<file path="src/rtl/hazard_stall_ctrl.sv">
// rtl/hazard_stall_ctrl.sv - ID/EX sequencing: load-use stall, branch flush, multi-cycle MDU wait
//
// Ports:
//   clk, rst            pipeline clock; asynchronous active-low reset
//   id_rs, id_rt        source register fields of the instruction in ID
//   id_use_rs/rt        ID instruction actually reads rs / rt
//   id_mdu_op           ID instruction is a multi-cycle mult/div
//   ex_MemRead, ex_rt   load in EX and its destination register
//   ex_branch_taken     EX resolved a taken branch/jump
//   pc_write            PC may update
//   ifid_write          IF/ID may capture
//   ifid_flush          IF/ID loads a NOP
//   idex_bubble         ID/EX captures all-zero control
//   mdu_start           one-cycle pulse when an MDU op issues to EX
//   mdu_busy            high while the MDU op holds the issue slot
//   stall_cnt           saturating count of cycles with pc_write low
module hazard_stall_ctrl #(
    parameter int MDU_CYCLES = 4,
    parameter int CNT_W      = 4
) (
    input  logic        clk,
    input  logic        rst,
    input  logic [4:0]  id_rs,
    input  logic [4:0]  id_rt,
    input  logic        id_use_rs,
    input  logic        id_use_rt,
    input  logic        id_mdu_op,
    input  logic        ex_MemRead,
    input  logic [4:0]  ex_rt,
    input  logic        ex_branch_taken,
    output logic        pc_write,
    output logic        ifid_write,
    output logic        ifid_flush,
    output logic        idex_bubble,
    output logic        mdu_start,
    output logic        mdu_busy,
    output logic [15:0] stall_cnt
);

    typedef enum logic [1:0] {
        RUN      = 2'd0,
        MDU_WAIT = 2'd1
    } state_t;

    localparam logic [CNT_W-1:0] MDU_LOAD = CNT_W'(MDU_CYCLES - 1);
    localparam logic [CNT_W-1:0] CNT_ONE  = CNT_W'(1);

    state_t           state;
    logic [CNT_W-1:0] mdu_cnt;
    logic             load_use;

    // r0 is never a real dependency, so a load to r0 cannot cause a hazard.
    assign load_use = ex_MemRead & (ex_rt != 5'd0) &
                      ((id_use_rs & (id_rs == ex_rt)) | (id_use_rt & (id_rt == ex_rt)));

    // Mealy outputs: decided from the current state and this cycle's inputs.
    always_comb begin
        pc_write    = 1'b1;
        ifid_write  = 1'b1;
        ifid_flush  = 1'b0;
        idex_bubble = 1'b0;
        mdu_start   = 1'b0;
        mdu_busy    = 1'b0;
        case (state)
            RUN: begin
                if (ex_branch_taken) begin
                    // Wrong-path instructions in IF/ID and ID are discarded.
                    ifid_flush  = 1'b1;
                    idex_bubble = 1'b1;
                end else if (load_use) begin
                    pc_write    = 1'b0;
                    ifid_write  = 1'b0;
                    idex_bubble = 1'b1;
                end else if (id_mdu_op) begin
                    mdu_start = 1'b1;
                end
            end
            MDU_WAIT: begin
                // EX is occupied by the MDU op; everything upstream holds.
                pc_write    = 1'b0;
                ifid_write  = 1'b0;
                idex_bubble = 1'b1;
                mdu_busy    = 1'b1;
            end
            default: begin
            end
        endcase
    end

    always_ff @(posedge clk or negedge rst) begin
        if (!rst) begin
            state     <= RUN;
            mdu_cnt   <= '0;
            stall_cnt <= 16'd0;
        end else begin
            if (!pc_write && (stall_cnt != 16'hFFFF)) begin
                stall_cnt <= stall_cnt + 16'd1;
            end
            case (state)
                RUN: begin
                    if (mdu_start) begin
                        state   <= MDU_WAIT;
                        mdu_cnt <= MDU_LOAD;
                    end
                end
                MDU_WAIT: begin
                    // A zero count here can only come from corruption; leave as well.
                    if (mdu_cnt <= CNT_ONE) begin
                        state   <= RUN;
                        mdu_cnt <= '0;
                    end else begin
                        mdu_cnt <= mdu_cnt - CNT_ONE;
                    end
                end
                default: begin
                    state   <= RUN;
                    mdu_cnt <= '0;
                end
            endcase
        end
    end

endmodule

</file>
<file path="config.mk">
export PLATFORM = sky130hd
export DESIGN_NAME = hazard_stall_ctrl
export DESIGN_NICKNAME = d
export VERILOG_FILES = /design/src/rtl/hazard_stall_ctrl.sv
export SDC_FILE = /design/constraint.sdc
export NUM_CORES = 1
export LEC_CHECK = 0
export CORE_MARGIN = 4
export CORE_UTILIZATION = 47
export DETAILED_ROUTE_END_ITERATION = 16
export PLACE_DENSITY = 0.84
export SYNTH_ARGS = -nofsm -noshare
export SYNTH_HDL_FRONTEND = slang
export SYNTH_SLANG_ARGS = --single-unit
export TNS_END_PERCENT = 30
</file>
<file path="constraint.sdc">
create_clock -name clk -period 3.5 [get_ports clk]
set_input_delay 0.7 -clock clk [delete_from_list [all_inputs] [get_ports clk]]
set_output_delay 0.7 -clock clk [all_outputs]
set_load 0.005 [all_outputs]
</file>
# == Word level (Yosys, flattened, before mapping) ==
# Cells that the tools add are included.
# op_classes
add_sub_neg,2
muxes,19
reduce_logical,5
order_cmp,1
n_bitwise,5
div_mod_pow,0
mul,0
eq_ne,6
shift,0
# op_table
operator,n
$add 16x1->16 const B,1
$ne 16x16->1 const B,1
$mux 1,11
$eq 5x5->1,2
$mux 4,2
$pmux 4 s2,1
$reduce_bool 5->1,1
$and 1x1->1,4
$le 4x1->1 const B,1
$mux 2,2
$ne 2x2->1 const B,2
$pmux 1 s2,2
$pmux 2 s2,1
$sub 4x1->4 const B,1
$eq 2x1->1 const B,1
$logic_not 2->1,1
$reduce_and 2->1,1
$logic_and 1x1->1,1
$logic_not 1->1,1
$or 1x1->1,1
# totals
elab_cells,41
output_inout_bits,22
memories,0
latch_bits,0
ram_bits,0
inputBits,22
mem_bits_ro,0
regBits,22

# == Depth between registers and ports, before layout ==
# Gate-level depths: netlist (run 1).
# depth
depth_word,9
mapped_depth,7
ltp_nobuf,6

# == Worst setup path before layout (run 1) ==
# Ideal clock, no wire load.
# synth_timing
kind,input to output
startpoint,in ex_rt[1]
endpoint,out mdu_start
required_ns,2.800
arrival_time_ns,1.944
setup_slack_ns,0.856
n_path_buf,0
path_stages,5
cell_sequence,or4_1 -> o21ai_2 -> nor2b_1 -> or4_4 -> inv_1
# synth_between
elab_chain_len,7
word_cells_on_any_way,11
cone_classes,eq/ne: 2; mux: 3; bitwise: 5; reduce/logical: 1
# synth_rtl
element,line_no,rtl
from (decl),29,"input logic [4:0] ex_rt,"
$eq 5x5->1,54,((id_use_rs & (id_rs == ex_rt)) | (id_use_rt & (id_rt == ex_rt)));
$and 1x1->1,54,
$or 1x1->1,54,
$and 1x1->1 *,53,assign load_use = ex_MemRead & (ex_rt != 5'd0) &
$mux 1 *,70,end else if (load_use) begin
$mux 1 *,66,if (ex_branch_taken) begin
$mux 1 *,64,case (state)
to (decl),35,"output logic mdu_start,"
# Every way passes the cells marked *; elsewhere a longest branch is shown, timed or not.

# == Worst setup path in the final report (run 1) ==
# layout_timing
startpoint,in ex_rt[1]
endpoint,out idex_bubble
# layout_between
elab_chain_len,7
word_cells_on_any_way,11
cone_classes,eq/ne: 2; mux: 3; bitwise: 5; reduce/logical: 1
# layout_rtl
element,line_no,rtl
$eq 5x5->1,54,
$and 1x1->1,54,
$or 1x1->1,54,
$and 1x1->1 *,53,
$mux 1 *,70,
$mux 1 *,66,
$pmux 1 s2 *,64,
to (decl),34,"output logic idex_bubble,"
# Marked as above.

==> results of run 1 <==
-- kinds of logic after synthesis --
logic type,count (synthesis),synth area share [%]
adder cells (fa/ha/maj),3,3.07
flip-flops,21,43.0
AO/OA/AOI/OAI,9,6.25
multiplexers,4,3.59
buffers and inverters,8,3.17
XOR/XNOR,23,16.5
AND/OR/NAND/NOR,55,24.4
-- worst paths after layout --
| check | slack [ns] | end | startpoint |
|---|---|---|---|
| min in group asynchronous | 0.90 | stall_cnt[12]$_DFFE_PN0P_ | rst |
| max in group asynchronous | 2.05 | stall_cnt[1]$_DFFE_PN0P_ | rst |
| worst min register to register | 0.51 | stall_cnt[6]$_DFFE_PN0P_ | stall_cnt[6]$_DFFE_PN0P_ |
| worst min-delay path | 0.51 | stall_cnt[6]$_DFFE_PN0P_ | stall_cnt[6]$_DFFE_PN0P_ |
| worst max register to register | 1.05 | stall_cnt[1]$_DFFE_PN0P_ | stall_cnt[0]$_DFFE_PN0P_ |
| worst max-delay path | 0.01 | idex_bubble | ex_rt[1] |
-- worst reg2reg max path, stage by stage, from the launching register on --
cell,delay (ns)
dfrtp_1,0.44
ha_1,0.18
nand3_1,0.16
or3_1,0.48
nor3_2,0.58
nor2_1,0.16
mux2_1,0.34
-- registers in the layout (all words and copies together), names as in the netlist --
name	cells
stall_cnt	16
mdu_cnt	4
state	1
-- where the power goes --
part	switching (W)	internal (W)
clock network	0.0000713	0.0000444
logic	0.000168	0.000229
registers	0.0000878	0.000308
total	0.000327	0.000581
-- final cells by class --
class | instances | area, um^2
clock buffer | 4 | 26.3
multi-input combinational | 94 | 661
fill | 196 | 699
timing repair buffer | 54 | 513
tap | 30 | 37.5
sequential | 21 | 526
inverter | 4 | 15.0
-- stage by stage --
stage | instances | utilization [%] | worst slack, ns
after global placement | 202 | 70.3 | -0.0249
final | 207 | 71.8 | 0.0104
after detailed placement | 202 | 70.3 | -0.0678
after global routing | 207 | 71.8 | -0.0430
after floorplan | 123 | - | 0.856
after CTS | 207 | 71.7 | 0.00394
-- what timing repair did --
item | in CTS | in global routing
endpoints found under the setup margin | 1 | 2
pin swaps | 1 | 0
buffers inserted | 1 | 0
gates resized for setup | 3 | 1
-- cell usage after synthesis, types with 2 or more instances --
cell	n	share of area (%)
mux2_1	3	2.8
inv_1	4	1.2
buf_4	2	1.2
nor4_1	3	1.5
nor2b_1	2	1.0
or3_1	3	1.5
dfrtp_1	21	43
o31ai_1	2	1.2
nor2_1	4	1.2
nand2b_1	3	1.5
ha_1	3	3.1
xnor2_1	10	7.2
nand2_1	14	4.3
nor3b_1	3	1.8
nor3_1	10	4.1
nand4_1	2	1.0
nand3_1	6	2.5
xor2_1	13	9.3
-- cell usage in the layout (no fill, tap or decap), types with 2 or more instances in the layout --
| cell type | netlist | final |
|---|---|---|
| clkdlybuf4s50_1 | 0 | 40 |
| dfrtp_1 | 21 | 21 |
| nand2_1 | 14 | 14 |
| xor2_1 | 13 | 13 |
| buf_4 | 2 | 11 |
| xnor2_1 | 10 | 10 |
| nor3_1 | 10 | 10 |
| nand3_1 | 6 | 6 |
| inv_1 | 4 | 4 |
| nor2_1 | 4 | 4 |
| or3_1 | 3 | 3 |
| nor3b_1 | 3 | 3 |
| mux2_1 | 3 | 3 |
| nand2b_1 | 3 | 3 |
| nor4_1 | 3 | 3 |
| ha_1 | 3 | 3 |
| clkbuf_4 | 0 | 3 |
| nand4_1 | 2 | 2 |
| or4_4 | 1 | 2 |
| nor2b_1 | 2 | 2 |
| o31ai_1 | 2 | 2 |
| dlygate4sd2_1 | 0 | 2 |
-- metal layers --
layer	wire (um)	part of all wire [%]	GRT usage [%]
met1	1170	42	20.6
met2	1460	52	30.3
met3	132	4.7	1.31
met4	28	1.0	4.85
met5	0	0	0
==> results.md, run 1 <==
- Share of cells above drive strength 1: 10.7%
- RSZ-0062 raised after global routing: true
- Register area share after synthesis: 43.0%
- Critical Path RT: around 2.8 ns
- Worst-path clk slew: 0.11 ns
- Final instance area: 1780 um^2
- CTS H-tree depth: 1
- Dpl hpwl: 2240 um
- Outcome: finished, final reports clean
- WP buf/inv: 3
- Post-synthesis cell count: 123
- Worst hold path type: flop to flop
- DRC viols: 0
- Placer Congestion: 0.792
- Post-synth EDFFs: 0
- Global-route wire length before repair: around 4500 um
- Rows: 18
- Critical Path Slowest Stage Cell: or4_4
- Max Clk Rate: 287 MHz
- Vias in the first global route: 1070
- CTS Hold Bufs: 0
- Relative slew slack: between 30% and 40%
- Antenna cells: 0
- Placed inst area: around 1700 um^2
- GRT Residual Overflow: 0
- Element type at the critical path start: primary input
- Synthesized Nets: 148
- Seq cells post-synth: 21
- Top FF cell, synth: dfrtp_1
- Crit. End Element: output pin
- Peak supply drop: 0.000484 V
- DRT iter0 DRCs: 33
- Worst R2R Path Depth: 6
- Max cap viols: 0
- Least-Margin Pin Slew: 0.906 ns
- Pwr Density: slightly above 500 nW/um^2
- Kind of critical path: primary input to output pin
- TritonCTS Sinks: 21
- Crit path max-delay family: buffers and inverters
- Final Cycle Share: 99.7%
- Fraction of registers with async set/reset: 100%
- Slew Viols, Final: 0
- Root Driver: clkbuf_4
- LEAKAGE: slightly below 0.8 nW
- GRT Util Overall: 16.5%
- Routed Antenna Nets: 0
- WL final: between 2000 and 3000 um
- Cells along the critical path: clkdlybuf4s50_1, or4_4, o21ai_2, nor2b_1, buf_4, or3_1, clkdlybuf4s50_1
- DIE AREA: 3480 um^2
- CP peak stage delay: 0.54 ns
- Drt pass-1 iters: 4
- Synth cell types: 33
- Core area: 2480 um^2
- Cell area after synthesis: 1220 um^2
- Via count: around 1100
- Routed WL per cell: about 13 um
- CTS buffer count: 3
- Clock Path Buffers: 2
- Total power: between 0.0009 and 0.001 W
- Avg Inst Size Synth: 9.93 um^2
- Setup total negative slack: 0 ns
- PortBufs: 43
- Initial antenna violation count: 0
- Cell repeated most along the worst path: clkdlybuf4s50_1
- Largest net degree at the start of global routing: 22
- Starting Density: 49.3%
- Nets: 203
- DIE HEIGHT: approximately 60 um
- P&R area growth vs syn: 45.6%
- Critical Path Fanout Max: 2
- Stages on worst setup path: 7
- Minimum clock period: 3.49 ns
- IO Pins: 44
- Clk Latency, worst-skew pair: 0.30 ns
- Synth Warn #: 0
- Vias per inst: 5.20
- Hold Path Cell Cnt: 1
- Crit path DAT: 2.79 ns
- Hold Fails Final Rpt: 0
- TritonCTS clock tree: built
- Finish-stage setup viols: 0
- DIE WIDTH: 59.0 um
- WHS: between 0.5 and 0.6 ns
- Final Skew: 0.00468 ns
No activity file was read; power rests on OpenSTA's default activity.
==> run 2, diff against run 1 <==
--- a/config.mk
+++ b/config.mk
@@ -5,7 +5,7 @@
 export SDC_FILE = /design/constraint.sdc
 export NUM_CORES = 1
 export LEC_CHECK = 0
-export CORE_MARGIN = 4
+export CORE_MARGIN = 1
 export CORE_UTILIZATION = 47
 export DETAILED_ROUTE_END_ITERATION = 16
 export PLACE_DENSITY = 0.84
==> results.md, run 2 (synthesis results as in run 1) <==
- Critical Path Slowest Stage Cell: or4_4
- Switch Pwr: 0.000331 W
- Routed Antenna Nets: 0
- Worst-path clk slew: 0.13 ns
- WHS Endpoint: stall_cnt[9]$_DFFE_PN0P_
- Global-route wire length before repair: 4570 um
- Sw Share: between 30% and 40%
- Commonest cells after routing, fill and taps aside: clkdlybuf4s50_1, dfrtp_1, nand2_1
- Capture point of the worst reg-to-reg path: stall_cnt[7]$_DFFE_PN0P_
- Pwr Density: 515 nW/um^2
- WP buf/inv: 3
- DIE AREA: 2810 um^2
- Clk pwr share: 13.6%
- Clock Path Buffers: 2
- Starting Density: about 50%
- R2R Path Start: stall_cnt[0]$_DFFE_PN0P_
- Dpl hpwl: 2160 um
- Resize count post-CTS: 3
- Share of cells above drive strength 1: 10.8%
- Final WS setup: 0.0909 ns
- DIE WIDTH: 53.0 um
- Peak supply drop: 0.000505 V
- GRT Util Overall: 22.2%
- Worst hold path type: flop to flop
- Least-Margin Pin Slew: 0.932 ns
- Element type at the critical path start: primary input
- Internal power: 0.000582 W
- CP peak stage delay: between 0.5 and 0.6 ns
- Max cap viols: 0
- Critical Path RT: 2.80 ns
- Minimum clock period: 3.41 ns
- Antenna cells: 0
- HP Start: stall_cnt[9]$_DFFE_PN0P_
- Most common cell after layout, fill and taps aside: clkdlybuf4s50_1
- DIE HEIGHT: 53.0 um
- CTS Hold Bufs: 0
- Hold Path Cell Cnt: 1
- Cells along the critical path: clkdlybuf4s50_1, or4_4, o21ai_2, buf_4, nor2_1, a21oi_4, clkdlybuf4s50_1
- Outcome: finished, final reports clean
- PortBufs: 43
- Initial antenna violation count: 0
- Placed inst area: between 1500 and 2000 um^2
- Relative slew slack: 37.6%
- Rows: 18
- Vias in the first global route: 1078
- CTS buffer count: 3
- Final Cycle Share: 97.4%
- Largest net degree at the start of global routing: 22
- Largest registers: stall_cnt x16, mdu_cnt x4, state x1
- Cell repeated most along the worst path: clkdlybuf4s50_1
- TritonCTS Sinks: 21
- Root Driver: clkbuf_4
- Crit. End Element: output pin
- Kind of critical path: primary input to output pin
- Crit path DAT: 2.71 ns
- Placer Congestion: 0.814
- IO Pins: 44
- Post-CTS Setup Bufs: 0
- Crit path max-delay family: buffers and inverters
- Core area: between 2000 and 2500 um^2
- Critical Path Fanout Max: 3
- Final Skew: around 0.0030 ns
- Finish-stage setup viols: 0
- Worst R2R Path Depth: 7
- Worst slack, placed: -0.0885 ns
- Nets: 202
- CTS H-tree depth: 1
- Max reg flops: 16
- LEAKAGE: between 0.7 and 0.8 nW
- GRT Residual Overflow: 0
- WL final: between 2000 and 3000 um
- Reg2reg setup slack: 1.17 ns
- Max Clk Rate: 293 MHz
- P&R area growth vs syn: 45.1%
- DRT iter0 DRCs: 4
- DRC viols: 0
- Final instance area: between 1500 and 2000 um^2
- Logic pwr share: 43.2%
- Hold Fails Final Rpt: 0
- Clk Latency, worst-skew pair: 0.30 ns
- RSZ-0062 raised after global routing: false
- Drt pass-1 iters: 4
- Routed WL per cell: 13.1 um
- Via count: 1069
- Reg power frac: 43.3%
- Slew Viols, Final: 0
- Vias per inst: around 5.2
- Biggest register: stall_cnt
- TritonCTS clock tree: built
## run 2: changes by cell type in the layout (fill, tap and decap cells not counted), sizes merged
cell / before / now
dlymetal6s2s: 1 / 0
buf: 11 / 10
clkinvlp: 0 / 1
clkbuf: 4 / 3
clkdlybuf4s50: 40 / 41
## run 2: cell type report
| class | instances | area, um^2 |
|---|---|---|
| Clock buffer | 3 | 22.5 |
| Multi-Input combinational cell | 94 | 661 |
| Inverter | 4 | 15.0 |
| Sequential cell | 21 | 526 |
| Timing Repair Buffer | 53 | 503 |
| Tap cell | 30 | 37.5 |
| Clock inverter | 1 | 7.51 |
| Fill cell | 196 | 683 |
## run 2: per-layer routing
metal / global-route usage [%] / routed length [um] / share of wire, %
met5: 0 / 0 / 0
met4: 6.58 / 36 / 1.3
met3: 2.30 / 81 / 3.0
met2: 42.0 / 1380 / 51
met1: 25.7 / 1200 / 44
## run 2: worst register-to-register path, delay by kind of cell (launching register included)
family	cells	cell delay, ns
xor+xnor	1	0.16
simple gates	4	1.17
fa+ha+maj	1	0.20
buf+inv	1	0.24
flops	1	0.45
## run 2: worst max path at each step
stage / startpoint / end / slack, ns / cells past startpoint
after floorplan: ex_rt[1] / mdu_start / 0.86 / 5
after global placement: ex_rt[1] / mdu_start / -0.02 / 7
after detailed placement: ex_rt[1] / mdu_start / -0.09 / 7
after CTS: ex_rt[1] / pc_write / 0.08 / 7
after global routing: ex_rt[1] / ifid_write / 0.02 / 7
final: ex_rt[1] / pc_write / 0.09 / 7
## run 2: metrics by stage
stage	power, W	hold slack [ns]	TNS, ns	instances	utilization [%]
after detailed placement	0.000797	0.486	-0.104	202	70.9
after CTS	0.000916	0.504	0	206	72.2
after global placement	0.000775	0.487	-0.0250	202	70.9
final	0.000913	0.502	0	206	72.2
after floorplan	0.000589	0.404	0	123	-
after global routing	0.000978	0.514	0	206	72.2
## run 2: power by group through the flow
stage | Clock [W] | Combinational (W) | Sequential, W
floorplan | 0 | 0.000216 | 0.000373
global placement | 0 | 0.000381 | 0.000394
detailed placement | 0 | 0.000400 | 0.000396
CTS | 0.000125 | 0.000397 | 0.000393
global route | 0.000138 | 0.000434 | 0.000406
finish | 0.000124 | 0.000394 | 0.000395
==> run 3, diff against run 2 <==
--- a/config.mk
+++ b/config.mk
@@ -5,7 +5,6 @@
 export SDC_FILE = /design/constraint.sdc
 export NUM_CORES = 1
 export LEC_CHECK = 0
-export CORE_MARGIN = 1
 export CORE_UTILIZATION = 47
 export DETAILED_ROUTE_END_ITERATION = 16
 export PLACE_DENSITY = 0.84
==> constraint.sdc (replaced) <==
create_clock -name clk -period 3.5 [get_ports clk]
set_input_delay 0.35 -clock clk [delete_from_list [all_inputs] [get_ports clk]]
set_output_delay 0.35 -clock clk [all_outputs]
set_load 0.005 [all_outputs]
==> results.md, run 3 (synthesis results as in run 1) <==
- Outcome: finished, final reports clean
- Worst R2R Path Depth: 6
- Antenna cells: 0
- Cell repeated most along the worst path: clkdlybuf4s50_1
- Kind of critical path: primary input to output pin
- Critical Path Fanout Max: 5
- Relative slew slack: between 30% and 40%
- DIE AREA: ~2800 um^2
- TritonCTS Sinks: 21
- Rows: 18
- Slew Viols, Final: 0
- Element type at the critical path start: primary input
- LEAKAGE: 0.726 nW
- Global-route wire length before repair: 4200 um
- CTS Hold Bufs: 0
- Biggest register: stall_cnt
- IO Pins: 44
- Pwr Density: 533 nW/um^2
- Clock Path Buffers: 2
- CP peak stage delay: between 0.5 and 0.6 ns
- CTS H-tree depth: 1
- Setup total negative slack: 0 ns
- Routed WL per cell: 13.2 um
- Core area: 2450 um^2
- CTS buffer count: 3
- Critical Path Slowest Stage Cell: or4_1
- Vias in the first global route: 1023
- Final instance count without filler cells: 197
- Largest net degree at the start of global routing: 22
- Finish-stage setup viols: 0
- Max reg flops: 16
- Max cap viols: 0
- Vias per inst: between 5 and 6
- Final WS setup: 0.548 ns
- Dpl hpwl: 2040 um
- Final Skew: 0.0152 ns
- Nets: between 150 and 200
- TritonCTS clock tree: built
- Worst slack, placed: 0.548 ns
- GRT Util Overall: 20.6%
- Hold Path Cell Cnt: 1
- Initial antenna violation count: 0
- Resize count post-CTS: 0
- Stages on worst setup path: 7
- Starting Density: 49.7%
- GRT Residual Overflow: 0
- Reg2reg setup slack: about 0.90 ns
- WP buf/inv: 3
- Crit. End Element: output pin
- Least-Margin Pin Slew: 0.908 ns
- PortBufs: 43
- Final Cycle Share: 84.3%
- Placer Congestion: 0.799
- DRC viols: 0
- Dpl cells: 193
- DRT iter0 DRCs: 19
- Commonest cells after routing, fill and taps aside: clkdlybuf4s50_1, dfrtp_1, nand2_1
- Clk Latency, worst-skew pair: 0.31 ns
- DIE WIDTH: roughly 53 um
- Post-CTS Setup Bufs: 0
- Total power: 0.000907 W
- Via count: roughly 1000
- Max Clk Rate: 339 MHz
- Worst hold path type: flop to flop
- Crit path max-delay family: simple AND/OR/NAND/NOR gates
- Share of cells above drive strength 1: between 5 and 6%
- Crit path DAT: 2.60 ns
- WL final: approximately 2600 um
- Root Driver: clkbuf_4
- Drt pass-1 iters: 4
- Routed Antenna Nets: 0
- Cells along the critical path: clkdlybuf4s50_1, or4_1, o21ai_2, nor2b_1, or4_4, inv_1, clkdlybuf4s50_1
- Worst-path clk slew: 0.13 ns
- Minimum clock period: 2.95 ns
- DIE HEIGHT: approximately 53 um
- Critical Path RT: around 3.2 ns
- Hold Fails Final Rpt: 0
- P&R area growth vs syn: 39.2%
- Peak supply drop: 0.000384 V
- WHS: 0.509 ns
- RSZ-0062 raised after global routing: false
- Largest registers: stall_cnt x16, mdu_cnt x4, state x1
- Most common cell after layout, fill and taps aside: clkdlybuf4s50_1
[run 3: through the flow]
step	cell area, um^2	utilization (%)
2_1_floorplan	1220	-
3_3_place_gp	1670	68.1
3_5_place_dp	1670	68.1
4_1_cts	1700	69.3
5_1_grt	1700	69.3
6_report	1700	69.3
[run 3: final timing paths]
path                                       endpoint                      from
setup / recovery                          mdu_start                  ex_rt[1]
hold / removal             stall_cnt[9]$_DFFE_PN0P_  stall_cnt[9]$_DFFE_PN0P_
setup reg to reg           stall_cnt[1]$_DFFE_PN0P_  stall_cnt[0]$_DFFE_PN0P_
hold reg to reg            stall_cnt[9]$_DFFE_PN0P_  stall_cnt[9]$_DFFE_PN0P_
max in group asynchronous    mdu_cnt[2]$_DFFE_PN0P_                       rst
min in group asynchronous  stall_cnt[8]$_DFFE_PN0P_                       rst
[run 3: routing by layer]
metal | vias to the layer above | global-route usage [%] | part of all wire (%)
met5 | - | 0 | 0
met4 | 0 | 5.26 | 0.42
met3 | 3 | 5.17 | 4.0
met2 | 32 | 38.6 | 51
met1 | 489 | 22.8 | 44
li1 | 519 | - | -
[run 3: worst register-to-register path, cell delays in order (launching register included)]
cell	delay, ns
dfrtp_1	0.46
ha_1	0.19
nand3_1	0.15
or3_1	0.47
nor3_2	0.68
nor2_1	0.17
mux2_1	0.35
[run 3: power breakdown]
group / internal [W] / total, W / switching [W]
sequential: 0.000308 / 0.000397 / 0.0000894
combinational: 0.000227 / 0.000391 / 0.000163
clock: 0.0000427 / 0.000119 / 0.0000768
[run 3: area by class of cell]
cell class	instances	area (um^2)
Fill cell	194	754
Timing Repair Buffer	44	438
Clock buffer	3	22.5
Tap cell	30	37.5
Multi-Input combinational cell	94	657
Sequential cell	21	526
Inverter	4	15.0
Clock inverter	1	5.00
